$ cat config.mk
export PLATFORM = sky130hd
export DESIGN_NAME = cga_mode_init_master
export DESIGN_NICKNAME = d
export VERILOG_FILES = /design/src/rtl/cga_init_pkg.sv /design/src/rtl/isa_io_cycle.sv /design/src/rtl/cga_mode_init_master.sv
export SDC_FILE = /design/constraint.sdc
export NUM_CORES = 1
export LEC_CHECK = 0
export ABC_AREA = 1
export CAP_MARGIN = 20
export CORE_MARGIN = 2
export CORE_UTILIZATION = 40
export DETAILED_ROUTE_END_ITERATION = 8
export SYNTH_ARGS = -nofsm -noshare
export SYNTH_HDL_FRONTEND = slang
export SYNTH_HIERARCHICAL = 1
export SYNTH_SLANG_ARGS = --single-unit
$ cat constraint.sdc
create_clock -name clk -period 3.5 [get_ports clk]
set_input_delay 0.35 -clock clk [delete_from_list [all_inputs] [get_ports clk]]
set_output_delay 0.35 -clock clk [all_outputs]
set_load 0.02 [all_outputs]
$ cat src/rtl/cga_init_pkg.sv
// Shared definitions for the CGA mode-init master.
// Contents: FSM state encodings for the sequencer and the ISA cycle engine,
// mode_sel encodings, CGA register offsets within the I/O window and the
// four 12-entry register tables (R0..R9, mode_ctrl, color) with a lookup
// helper.
package cga_init_pkg;

    typedef enum logic [2:0] {
        ST_IDLE,
        ST_POLL,
        ST_POLL_WAIT,
        ST_POLL_CHECK,
        ST_LOAD,
        ST_WRITE,
        ST_DONE
    } init_state_e;

    typedef enum logic [1:0] {
        IO_IDLE,
        IO_SETUP,
        IO_STROBE,
        IO_HOLD
    } io_state_e;

    typedef enum logic [1:0] {
        MODE_TEXT_40X25  = 2'd0,
        MODE_TEXT_80X25  = 2'd1,
        MODE_GFX_320X200 = 2'd2,
        MODE_GFX_640X200 = 2'd3
    } cga_mode_e;

    // Register offsets from the I/O window base
    localparam logic [3:0] REG_CRTC_INDEX = 4'h4;
    localparam logic [3:0] REG_CRTC_DATA  = 4'h5;
    localparam logic [3:0] REG_MODE_CTRL  = 4'h8;
    localparam logic [3:0] REG_COLOR_SEL  = 4'h9;
    localparam logic [3:0] REG_STATUS     = 4'hA;

    // Table slots after the ten CRTC values
    localparam logic [3:0] TBL_MODE_CTRL = 4'd10;
    localparam logic [3:0] TBL_COLOR     = 4'd11;

    localparam logic [7:0] STATUS_VRETRACE_MASK = 8'h08;
    localparam logic [7:0] MODE_CTRL_VIDEO_EN   = 8'h08;
    localparam logic [4:0] LAST_STEP            = 5'd22;

    // Entry 0 (R0) sits in the most significant byte
    localparam logic [95:0] TABLE_MODE0 = {8'h38, 8'h28, 8'h2D, 8'h0A, 8'h1F, 8'h06,
                                           8'h19, 8'h1C, 8'h02, 8'h07, 8'h28, 8'h00};
    localparam logic [95:0] TABLE_MODE1 = {8'h71, 8'h50, 8'h5A, 8'h0A, 8'h1F, 8'h06,
                                           8'h19, 8'h1C, 8'h02, 8'h07, 8'h29, 8'h00};
    localparam logic [95:0] TABLE_MODE2 = {8'h38, 8'h28, 8'h2D, 8'h0A, 8'h7F, 8'h06,
                                           8'h64, 8'h70, 8'h02, 8'h01, 8'h2A, 8'h30};
    localparam logic [95:0] TABLE_MODE3 = {8'h38, 8'h28, 8'h2D, 8'h0A, 8'h7F, 8'h06,
                                           8'h64, 8'h70, 8'h02, 8'h01, 8'h1E, 8'h3F};

    function automatic logic [7:0] table_value(input cga_mode_e mode, input logic [3:0] idx);
        logic [95:0] row;
        case (mode)
            MODE_TEXT_40X25:  row = TABLE_MODE0;
            MODE_TEXT_80X25:  row = TABLE_MODE1;
            MODE_GFX_320X200: row = TABLE_MODE2;
            default:          row = TABLE_MODE3;
        endcase
        return row[7'd95 - {idx, 3'b000} -: 8];
    endfunction

endpackage

$ cat src/rtl/isa_io_cycle.sv
// Single ISA I/O cycle engine.
// A one-cycle req in IO_IDLE captures addr/wdata/wr and runs:
//   SETUP  (1 cycle)        : address valid, aen low, strobes high
//   STROBE (STROBE_CYCLES)  : iow_l or ior_l low; bus_din captured on the last cycle
//   HOLD   (HOLD_CYCLES)    : strobes high, address/data unchanged
// ack pulses on the last HOLD cycle; the bus then returns to idle
// (aen high, address/data zero).
// Ports: clk, reset (async, active high); req, wr, addr, wdata -> ack, rdata;
//        bus_a, bus_d, bus_iow_l, bus_ior_l, bus_aen to the CGA core, bus_din from it.
module isa_io_cycle #(
    parameter int STROBE_CYCLES = 4,
    parameter int HOLD_CYCLES   = 2
) (
    input  logic        clk,
    input  logic        reset,
    input  logic        req,
    input  logic        wr,
    input  logic [14:0] addr,
    input  logic [7:0]  wdata,
    output logic        ack,
    output logic [7:0]  rdata,
    output logic [14:0] bus_a,
    output logic [7:0]  bus_d,
    input  logic [7:0]  bus_din,
    output logic        bus_iow_l,
    output logic        bus_ior_l,
    output logic        bus_aen
);
    import cga_init_pkg::*;

    localparam logic [3:0] STROBE_LAST = 4'(STROBE_CYCLES - 1);
    localparam logic [3:0] HOLD_LAST   = 4'(HOLD_CYCLES - 1);

    io_state_e   state_q, state_d;
    logic [3:0]  cnt_q, cnt_d;
    logic        wr_q, wr_d;
    logic [14:0] a_q, a_d;
    logic [7:0]  d_q, d_d;
    logic        iow_q, iow_d;
    logic        ior_q, ior_d;
    logic        aen_q, aen_d;
    logic [7:0]  rdata_q, rdata_d;

    always_comb begin
        state_d = state_q;
        cnt_d   = cnt_q;
        wr_d    = wr_q;
        a_d     = a_q;
        d_d     = d_q;
        iow_d   = iow_q;
        ior_d   = ior_q;
        aen_d   = aen_q;
        rdata_d = rdata_q;
        case (state_q)
            IO_IDLE: begin
                if (req) begin
                    wr_d    = wr;
                    a_d     = addr;
                    d_d     = wr ? wdata : 8'h00;
                    aen_d   = 1'b0;
                    state_d = IO_SETUP;
                end
            end
            IO_SETUP: begin
                // Only one strobe is ever driven low, chosen by direction
                if (wr_q) iow_d = 1'b0;
                else      ior_d = 1'b0;
                cnt_d   = 4'd0;
                state_d = IO_STROBE;
            end
            IO_STROBE: begin
                if (cnt_q == STROBE_LAST) begin
                    iow_d   = 1'b1;
                    ior_d   = 1'b1;
                    if (!wr_q) rdata_d = bus_din;
                    cnt_d   = 4'd0;
                    state_d = IO_HOLD;
                end else begin
                    cnt_d = cnt_q + 4'd1;
                end
            end
            IO_HOLD: begin
                if (cnt_q == HOLD_LAST) begin
                    a_d     = 15'd0;
                    d_d     = 8'h00;
                    aen_d   = 1'b1;
                    state_d = IO_IDLE;
                end else begin
                    cnt_d = cnt_q + 4'd1;
                end
            end
            default: state_d = IO_IDLE;
        endcase
    end

    always_ff @(posedge clk or posedge reset) begin
        if (reset) begin
            state_q <= IO_IDLE;
            cnt_q   <= 4'd0;
            wr_q    <= 1'b0;
            a_q     <= 15'd0;
            d_q     <= 8'h00;
            iow_q   <= 1'b1;
            ior_q   <= 1'b1;
            aen_q   <= 1'b1;
            rdata_q <= 8'h00;
        end else begin
            state_q <= state_d;
            cnt_q   <= cnt_d;
            wr_q    <= wr_d;
            a_q     <= a_d;
            d_q     <= d_d;
            iow_q   <= iow_d;
            ior_q   <= ior_d;
            aen_q   <= aen_d;
            rdata_q <= rdata_d;
        end
    end

    assign ack       = (state_q == IO_HOLD) && (cnt_q == HOLD_LAST);
    assign rdata     = rdata_q;
    assign bus_a     = a_q;
    assign bus_d     = d_q;
    assign bus_iow_l = iow_q;
    assign bus_ior_l = ior_q;
    assign bus_aen   = aen_q;

endmodule

$ cat src/rtl/cga_mode_init_master.sv
// CGA mode-init master: replays one of four register tables into the CGA
// core as 23 ISA IOW cycles, optionally after waiting for vertical retrace.
// Ports: clk, reset (async, active high); start, mode_sel from control logic;
//        busy, done (pulse), timeout (sticky) status; bus_a, bus_d, bus_iow_l,
//        bus_ior_l, bus_aen to the CGA core; bus_din read data from the core.
// Write steps: 0 mode_ctrl with video off, 1..20 CRTC index/data pairs,
// 21 color select, 22 mode_ctrl with video on.
module cga_mode_init_master #(
    parameter logic [15:0] IO_BASE_ADDR  = 16'h03d0,
    parameter int          STROBE_CYCLES = 4,
    parameter int          HOLD_CYCLES   = 2,
    parameter bit          WAIT_VRETRACE = 1'b1,
    parameter logic [19:0] POLL_TIMEOUT  = 20'd600000
) (
    input  logic        clk,
    input  logic        reset,
    input  logic        start,
    input  logic [1:0]  mode_sel,
    output logic        busy,
    output logic        done,
    output logic        timeout,
    output logic [14:0] bus_a,
    output logic [7:0]  bus_d,
    input  logic [7:0]  bus_din,
    output logic        bus_iow_l,
    output logic        bus_ior_l,
    output logic        bus_aen
);
    import cga_init_pkg::*;

    localparam logic [14:0] BASE_A = IO_BASE_ADDR[14:0];

    init_state_e state_q, state_d;
    logic [4:0]  step_q, step_d;
    cga_mode_e   mode_q, mode_d;
    logic [19:0] poll_cnt_q, poll_cnt_d;
    logic        busy_q, busy_d;
    logic        done_q, done_d;
    logic        timeout_q, timeout_d;

    logic        io_req, io_wr, io_ack;
    logic [14:0] io_addr;
    logic [7:0]  io_wdata, io_rdata;

    cga_mode_e   tbl_mode;
    logic [3:0]  crtc_idx;
    logic [7:0]  mode_ctrl;
    logic [3:0]  wr_off;
    logic [7:0]  wr_data;
    logic        poll_hit;
    logic        vretrace;

    // Table lookup for the current step. In IDLE the live mode_sel is used so
    // step 0 can be issued in the same cycle start is accepted, keeping the
    // whole sequence at exactly 23 x (2 + STROBE + HOLD) cycles.
    always_comb begin
        tbl_mode  = (state_q == ST_IDLE) ? cga_mode_e'(mode_sel) : mode_q;
        crtc_idx  = 4'((step_q - 5'd1) >> 1);
        mode_ctrl = table_value(tbl_mode, TBL_MODE_CTRL);
        wr_off    = REG_MODE_CTRL;
        wr_data   = mode_ctrl;
        if (step_q == 5'd0) begin
            wr_data = mode_ctrl & ~MODE_CTRL_VIDEO_EN;
        end else if (step_q <= 5'd20) begin
            if (step_q[0]) begin
                wr_off  = REG_CRTC_INDEX;
                wr_data = {4'h0, crtc_idx};
            end else begin
                wr_off  = REG_CRTC_DATA;
                wr_data = table_value(tbl_mode, crtc_idx);
            end
        end else if (step_q == 5'd21) begin
            wr_off  = REG_COLOR_SEL;
            wr_data = table_value(tbl_mode, TBL_COLOR);
        end
    end

    assign poll_hit = (poll_cnt_q == POLL_TIMEOUT - 20'd1);
    assign vretrace = |(io_rdata & STATUS_VRETRACE_MASK);

    always_comb begin
        state_d    = state_q;
        step_d     = step_q;
        mode_d     = mode_q;
        poll_cnt_d = poll_cnt_q;
        busy_d     = busy_q;
        done_d     = 1'b0;
        timeout_d  = timeout_q;
        io_req     = 1'b0;
        io_wr      = 1'b1;
        io_addr    = BASE_A + {11'd0, wr_off};
        io_wdata   = wr_data;

        // Poll cycle budget; stops counting once the timeout has fired
        if ((state_q == ST_POLL || state_q == ST_POLL_WAIT || state_q == ST_POLL_CHECK)
            && !timeout_q) begin
            poll_cnt_d = poll_cnt_q + 20'd1;
            if (poll_hit) timeout_d = 1'b1;
        end

        case (state_q)
            ST_IDLE: begin
                if (start) begin
                    mode_d     = cga_mode_e'(mode_sel);
                    timeout_d  = 1'b0;
                    busy_d     = 1'b1;
                    step_d     = 5'd0;
                    poll_cnt_d = 20'd0;
                    if (WAIT_VRETRACE) begin
                        state_d = ST_POLL;
                    end else begin
                        io_req  = 1'b1;
                        state_d = ST_WRITE;
                    end
                end
            end
            ST_POLL: begin
                if (timeout_q || poll_hit) begin
                    state_d = ST_LOAD;
                end else begin
                    io_req  = 1'b1;
                    io_wr   = 1'b0;
                    io_addr = BASE_A + {11'd0, REG_STATUS};
                    state_d = ST_POLL_WAIT;
                end
            end
            ST_POLL_WAIT: begin
                // A read in flight always completes so the bus never sees a cut strobe
                if (io_ack) state_d = ST_POLL_CHECK;
            end
            ST_POLL_CHECK: begin
                if (vretrace || timeout_q || poll_hit) state_d = ST_LOAD;
                else                                   state_d = ST_POLL;
            end
            ST_LOAD: begin
                io_req  = 1'b1;
                state_d = ST_WRITE;
            end
            ST_WRITE: begin
                if (io_ack) begin
                    if (step_q == LAST_STEP) begin
                        busy_d  = 1'b0;
                        done_d  = 1'b1;
                        state_d = ST_DONE;
                    end else begin
                        step_d  = step_q + 5'd1;
                        state_d = ST_LOAD;
                    end
                end
            end
            ST_DONE: begin
                step_d  = 5'd0;
                state_d = ST_IDLE;
            end
            default: state_d = ST_IDLE;
        endcase
    end

    always_ff @(posedge clk or posedge reset) begin
        if (reset) begin
            state_q    <= ST_IDLE;
            step_q     <= 5'd0;
            mode_q     <= MODE_TEXT_40X25;
            poll_cnt_q <= 20'd0;
            busy_q     <= 1'b0;
            done_q     <= 1'b0;
            timeout_q  <= 1'b0;
        end else begin
            state_q    <= state_d;
            step_q     <= step_d;
            mode_q     <= mode_d;
            poll_cnt_q <= poll_cnt_d;
            busy_q     <= busy_d;
            done_q     <= done_d;
            timeout_q  <= timeout_d;
        end
    end

    isa_io_cycle #(
        .STROBE_CYCLES (STROBE_CYCLES),
        .HOLD_CYCLES   (HOLD_CYCLES)
    ) u_io (
        .clk       (clk),
        .reset     (reset),
        .req       (io_req),
        .wr        (io_wr),
        .addr      (io_addr),
        .wdata     (io_wdata),
        .ack       (io_ack),
        .rdata     (io_rdata),
        .bus_a     (bus_a),
        .bus_d     (bus_d),
        .bus_din   (bus_din),
        .bus_iow_l (bus_iow_l),
        .bus_ior_l (bus_ior_l),
        .bus_aen   (bus_aen)
    );

    assign busy    = busy_q;
    assign done    = done_q;
    assign timeout = timeout_q;

endmodule

==> flow_metrics.py, run 1 <==
metrics = {
    "place": {
        "routabilityCongestion": 0.866,
        "dp_hpwl_um": 6750,
        "place_inst": 764,
        "io_buffers": 34,
    },
    "timing": {
        "timing.fmax_ghz": 0.381,
        "fin_crit_ps": 2620,
        "hold_viol": 0,
        "period_share": 0.750,
        "skew_ps": 14.0,
        "maxSlewHeadroom": 0.645,
        "worst_pin_slew_ps": 530,
        "setup_tns_ps": 0,
        "rsz0062_at_grt": "no",
        "whs_ps": 432,
        "slew_violations": 0,
        "setup_viol": 0,
    },
    "logic_synthesis": {
        "syn_inst": 592,
        "avgSynthCellArea_sq_um": 7.15,
        "netlist_area_sq_um": 4230,
        "yosysWarnings": 6,
    },
    "cells_and_area": {
        "final_cells": 779,
        "syn2layout_area_growth_pct": 15.6,
        "drive_above_1_share": 0.0793,
        "nFillCells": 1026,
        "final_core_util": 0.474,
        "diodes": 0,
        "layout_common_cells": "nand2_1 (183), inv_1 (73), dfrtp_1 (64)",
        "layout_commonest_cell": "nand2_1",
        "final_nets": 665,
    },
    "clock_tree": {
        "post_cts_resize_count": 0,
        "clk_pin_slew_ps": 70,
        "ctsHtreeMaxLevel": 3,
        "tritoncts": "built",
        "cts_sinks": 67,
        "cts_hold_buf": 0,
        "clk_path_buf_depth": 2,
        "clockRootBuffer": "clkbuf_8",
        "worstSkewPairLatency_ps": 330,
        "cts_buffers": 9,
        "cts_setup_buffers": 0,
    },
    "pwr": {
        "clockPowerShare": 0.417,
        "p_switching_mw": 0.338,
        "netSwitchingFraction": 0.230,
        "p_per_area_nw_per_um2": 300,
        "intPower_mw": 1.13,
        "power.total_mw": 1.47,
        "ir_drop_v": 0.000201,
        "p_seq_frac": 0.538,
        "p_leak_nw": 2.44,
        "pwr-share-comb": 0.045,
    },
    "setup_path": {
        "path_class": "reg2reg",
        "r2r-end": "u_io/bus_d[6]",
        "worst_ep_required_time_ps": 3690,
        "r2r_slack_ps": 880,
        "endpoint_kind": "register",
        "rr_startpoint": "poll_cnt_q[0]",
        "startpoint_type": "register",
        "critPathCapture": "u_io/bus_d[6]",
        "critPathLaunch": "poll_cnt_q[0]",
        "cp_max_fo": 48,
        "critPathArrivalTime_ps": 2810,
        "r2r_cells": 10,
    },
    "floorplanning": {
        "die-area_sq_um": 11400,
        "die_h_um": 107,
        "core-area_sq_um": 10300,
        "initial_utilization": 0.410,
        "rows": 37,
        "ioPinCount": 42,
        "chipWidth_um": 107,
    },
    "route": {
        "route.vias.total": 3773,
        "routed_wl_um": 9200,
        "viasPerCell": 4.84,
        "drcViolationCount": 0,
        "dr.pass1.iters": 6,
        "drtIter0Drc": 244,
        "ant_nets": 0,
        "wl_per_cell_um": 11.8,
    },
    "global_route": {
        "overflow": 0,
        "grt_usage": 0.170,
        "grt_max_degree": 49,
        "grt_pass1_wl_um": 15900,
        "grt_pass1_vias": 3529,
        "antenna_found_initial": 0,
    },
    "status": {
        "outcome": "complete, no violations",
    },
    "worst_hold_path": {
        "min_path_type": "in2async",
    },
    "flow_run": {
        "cap_viol_max_count": 0,
    },
}
[stage by stage]
step | area (sq um) | worst slack (ps)
after floorplan | 4270 | 1350
after global placement | 4720 | 938
after detailed placement | 4720 | 895
after CTS | 4890 | 876
after global routing | 4890 | 588
final | 4890 | 876
[per-layer routing]
metal	wire length [um]	track usage	vias up
met4	126	0.0501	0
met5	0	0	-
met3	457	0.0310	15
met1	4480	0.241	1697
li1	-	-	1970
met2	4140	0.265	91
[worst min-delay path by stage]
stage | start | end | slack, ps | cells past startpoint
after global placement | mode_q[1] | mode_q[1] | 460 | 2
final | reset | u_io/cnt_q[2] | 430 | 3
after floorplan | start | poll_cnt_q[15] | 440 | 1
after global routing | reset | poll_cnt_q[8] | 490 | 3
after detailed placement | mode_q[1] | mode_q[1] | 460 | 2
after CTS | reset | u_io/cnt_q[2] | 440 | 3
[power by group through the flow]
stage	Combinational, mW	Clock, mW	Sequential, mW
after floorplan	0.0465	0	0.802
after global placement	0.0658	0	0.804
after detailed placement	0.0670	0	0.804
after CTS	0.0672	0.633	0.789
after global routing	0.0768	0.666	0.790
final	0.0660	0.612	0.789
[worst max-delay path, cell delays in order, from the launching register on]
cell and delay [ps]:
dfrtp_1 370, ha_1 170, nand3_1 130, nor4_1 230, nand4_1 200, nand3_1 250, o21ai_0 190, or2_4 300
nand3_2 70, buf_4 370, o21ai_0 170
[state kept, by name, indices dropped and copies added (netlist names), 2 cells and up]
name,count
u_io/cnt_q,4
u_io/state_q,2
u_io/bus_d,8
step_q,5
state_q,3
mode_q,2
poll_cnt_q,20
u_io/bus_a,15
[layout make-up]
class | count | area [sq um] | share of cell area
timing repair buffer | 38 | 370 | 0.0757
sequential | 67 | 1680 | 0.343
clock inverter | 3 | 40.0 | 0.00818
clock buffer | 12 | 135 | 0.0276
multi-input combinational | 448 | 2210 | 0.452
inverter | 75 | 284 | 0.0580
tap | 136 | 170 | 0.0348
Note: power is estimated with default switching activity, not from simulation.
==> run 2, diff against run 1 <==
Clock period 3.5 ns to 2.2 ns, I/O delays scaled along.
==> run 2 against run 1 <==
Clock-buffer cell count down 1. Combinational power increased by 67%. Hold slack lost 140 ps. Critical endpoint is now u_io/bus_d[4]. Largest cell class unchanged. Final cell count up 3.3%. Sequential share of layout area is 2.3 points lower. Sequential power rose by 60%. Fmax up 23%.
==> flow_metrics.py, run 2 (synthesis results as in run 1) <==
metrics = {
    "pwr": {
        "p_switching_mw": 0.598,
        "clockPowerShare": 0.432,
        "p_leak_nw": 2.59,
        "p_seq_frac": 0.523,
        "netSwitchingFraction": 0.249,
        "ir_drop_v": 0.000206,
        "p_per_area_nw_per_um2": 458,
        "pwr-share-comb": 0.046,
        "intPower_mw": 1.80,
    },
    "timing": {
        "period_share": 0.971,
        "hold_viol": 0,
        "rsz0062_at_grt": "yes",
        "fin_crit_ps": 2140,
        "skew_ps": 14.9,
        "slew_violations": 0,
        "setup_ws_ps": 63.3,
        "timing.fmax_ghz": 0.468,
        "setup_viol": 0,
    },
    "global_route": {
        "grt_max_degree": 49,
        "grt_usage": 0.179,
        "overflow": 0,
        "grt_pass1_wl_um": 16800,
        "antenna_found_initial": 0,
        "grt_pass1_vias": 3647,
    },
    "route": {
        "routed_wl_um": 10100,
        "wl_per_cell_um": 12.5,
        "ant_nets": 0,
        "dr.pass1.iters": 5,
        "wl_met2_um": 4890,
        "drtIter0Drc": 232,
        "met1Wirelength_um": 4750,
        "drcViolationCount": 0,
        "topRoutingLayerUsed": "met4",
        "wl_met3_um": 385,
        "route.vias.total": 3937,
        "viasPerCell": 4.89,
    },
    "cells_and_area": {
        "final_nets": 690,
        "drive_above_1_share": 0.139,
        "nFillCells": 992,
        "diodes": 0,
        "syn2layout_area_growth_pct": 23.8,
        "fin_area_sq_um": 5240,
        "layout_common_cells": "nand2_1 (179), inv_1 (69), dfrtp_1 (64)",
        "largest-register": "poll_cnt_q",
        "largest_reg_flops": 20,
        "layout_commonest_cell": "nand2_1",
        "final_cells": 805,
    },
    "setup_path": {
        "r2r_cells": 11,
        "critPathArrivalTime_ps": 2400,
        "cp_max_fo": 12,
        "worst_ep_required_time_ps": 2470,
        "r2r_slack_ps": 60,
        "startpoint_type": "register",
        "endpoint_kind": "register",
        "critPathMaxStageDelay_ps": 380,
        "rr_startpoint": "poll_cnt_q[1]",
        "crit_path_frequent_cell": "nand3_4",
        "slowest_stage": "dfrtp_1",
        "r2r-end": "u_io/bus_d[4]",
        "crit_path_cell_trace": "ha_2, nand3_4, nor4_4, nand4_1, nand3_2, o21ai_2, or2_4, nand3_4, clkbuf_16, nand2_1, o21ai_0",
        "path_class": "reg2reg",
    },
    "floorplanning": {
        "chipWidth_um": 107,
        "ioPinCount": 42,
        "die_h_um": 107,
        "core-area_sq_um": 10300,
        "die-area_sq_um": 11400,
        "initial_utilization": 0.410,
        "rows": 37,
    },
    "flow_run": {
        "cap_viol_max_count": 0,
    },
    "clock_tree": {
        "clk_path_buf_depth": 2,
        "cts_sinks": 67,
        "clk_pin_slew_ps": 90,
        "cts_buffers": 9,
        "ctsHtreeMaxLevel": 3,
        "tritoncts": "built",
        "clockRootBuffer": "clkbuf_8",
        "worstSkewPairLatency_ps": 350,
    },
    "place": {
        "routabilityCongestion": 0.910,
        "io_buffers": 34,
        "dpl_cell_area_sq_um": 4840,
        "dp_hpwl_um": 7020,
        "pre_cts_slack_ps": 16.7,
        "place_inst": 779,
    },
    "status": {
        "outcome": "complete, no violations",
    },
    "worst_hold_path": {
        "min_path_type": "in2async",
    },
}
-- run 2: power groups by stage --
stage | registers, mW | clock network (mW) | logic, mW
4_1_cts | 1.25 | 1.07 | 0.109
2_1_floorplan | 1.28 | 0 | 0.0739
3_3_place_gp | 1.28 | 0 | 0.107
3_5_place_dp | 1.28 | 0 | 0.109
5_1_grt | 1.26 | 1.13 | 0.127
6_report | 1.26 | 1.04 | 0.110
-- run 2: timing repair --
action	CTS	global route
endpoints found under the setup margin	0	25
endpoints found under the hold margin	0	0
setup buffers	0	5
hold buffers	0	0
resized for setup	0	27
-- run 2: through the flow --
stage / power, mW / hold WS, ps / util / TNS (ps)
2_1_floorplan: 1.35 / 306 / - / 0
3_3_place_gp: 1.38 / 460 / 0.469 / 0
3_5_place_dp: 1.39 / 461 / 0.469 / 0
4_1_cts: 2.43 / 296 / 0.487 / 0
5_1_grt: 2.52 / 332 / 0.508 / -432
6_report: 2.40 / 288 / 0.508 / 0
-- run 2: final cells by class --
type | count | area, sq um | share of cell area
Timing Repair Buffer | 63 | 631 | 0.120
Multi-Input combinational cell | 448 | 2290 | 0.437
Tap cell | 136 | 170 | 0.0325
Clock buffer | 11 | 131 | 0.0251
Inverter | 75 | 284 | 0.0542
Clock inverter | 5 | 53.8 | 0.0103
Sequential cell | 67 | 1680 | 0.321
-- run 2: worst max-delay path by stage --
stage                        from       endpoint  cells past startpoint
floorplan               step_q[0]  u_io/bus_d[5]                     14
global placement    poll_cnt_q[1]  u_io/bus_d[6]                     10
detailed placement  poll_cnt_q[1]  u_io/bus_d[3]                     10
CTS                 poll_cnt_q[1]  u_io/bus_a[9]                     11
global route            step_q[1]  u_io/bus_d[2]                     14
finish              poll_cnt_q[1]  u_io/bus_d[4]                     11
-- run 2: layer usage --
metal | track usage | vias up
met5 | 0 | -
met4 | 0.0380 | 0
met3 | 0.0383 | 9
met2 | 0.295 | 85
met1 | 0.245 | 1816
li1 | - | 2027
-- run 2: worst max-delay path: cells and delay by family (launching register included) --
kind / cells / cell delay [ps]
AO/OA/AOI/OAI: 2 / 140
adder cells (fa/ha/maj): 1 / 220
buffers and inverters: 1 / 190
flip-flops: 1 / 380
AND/OR/NAND/NOR: 7 / 1120
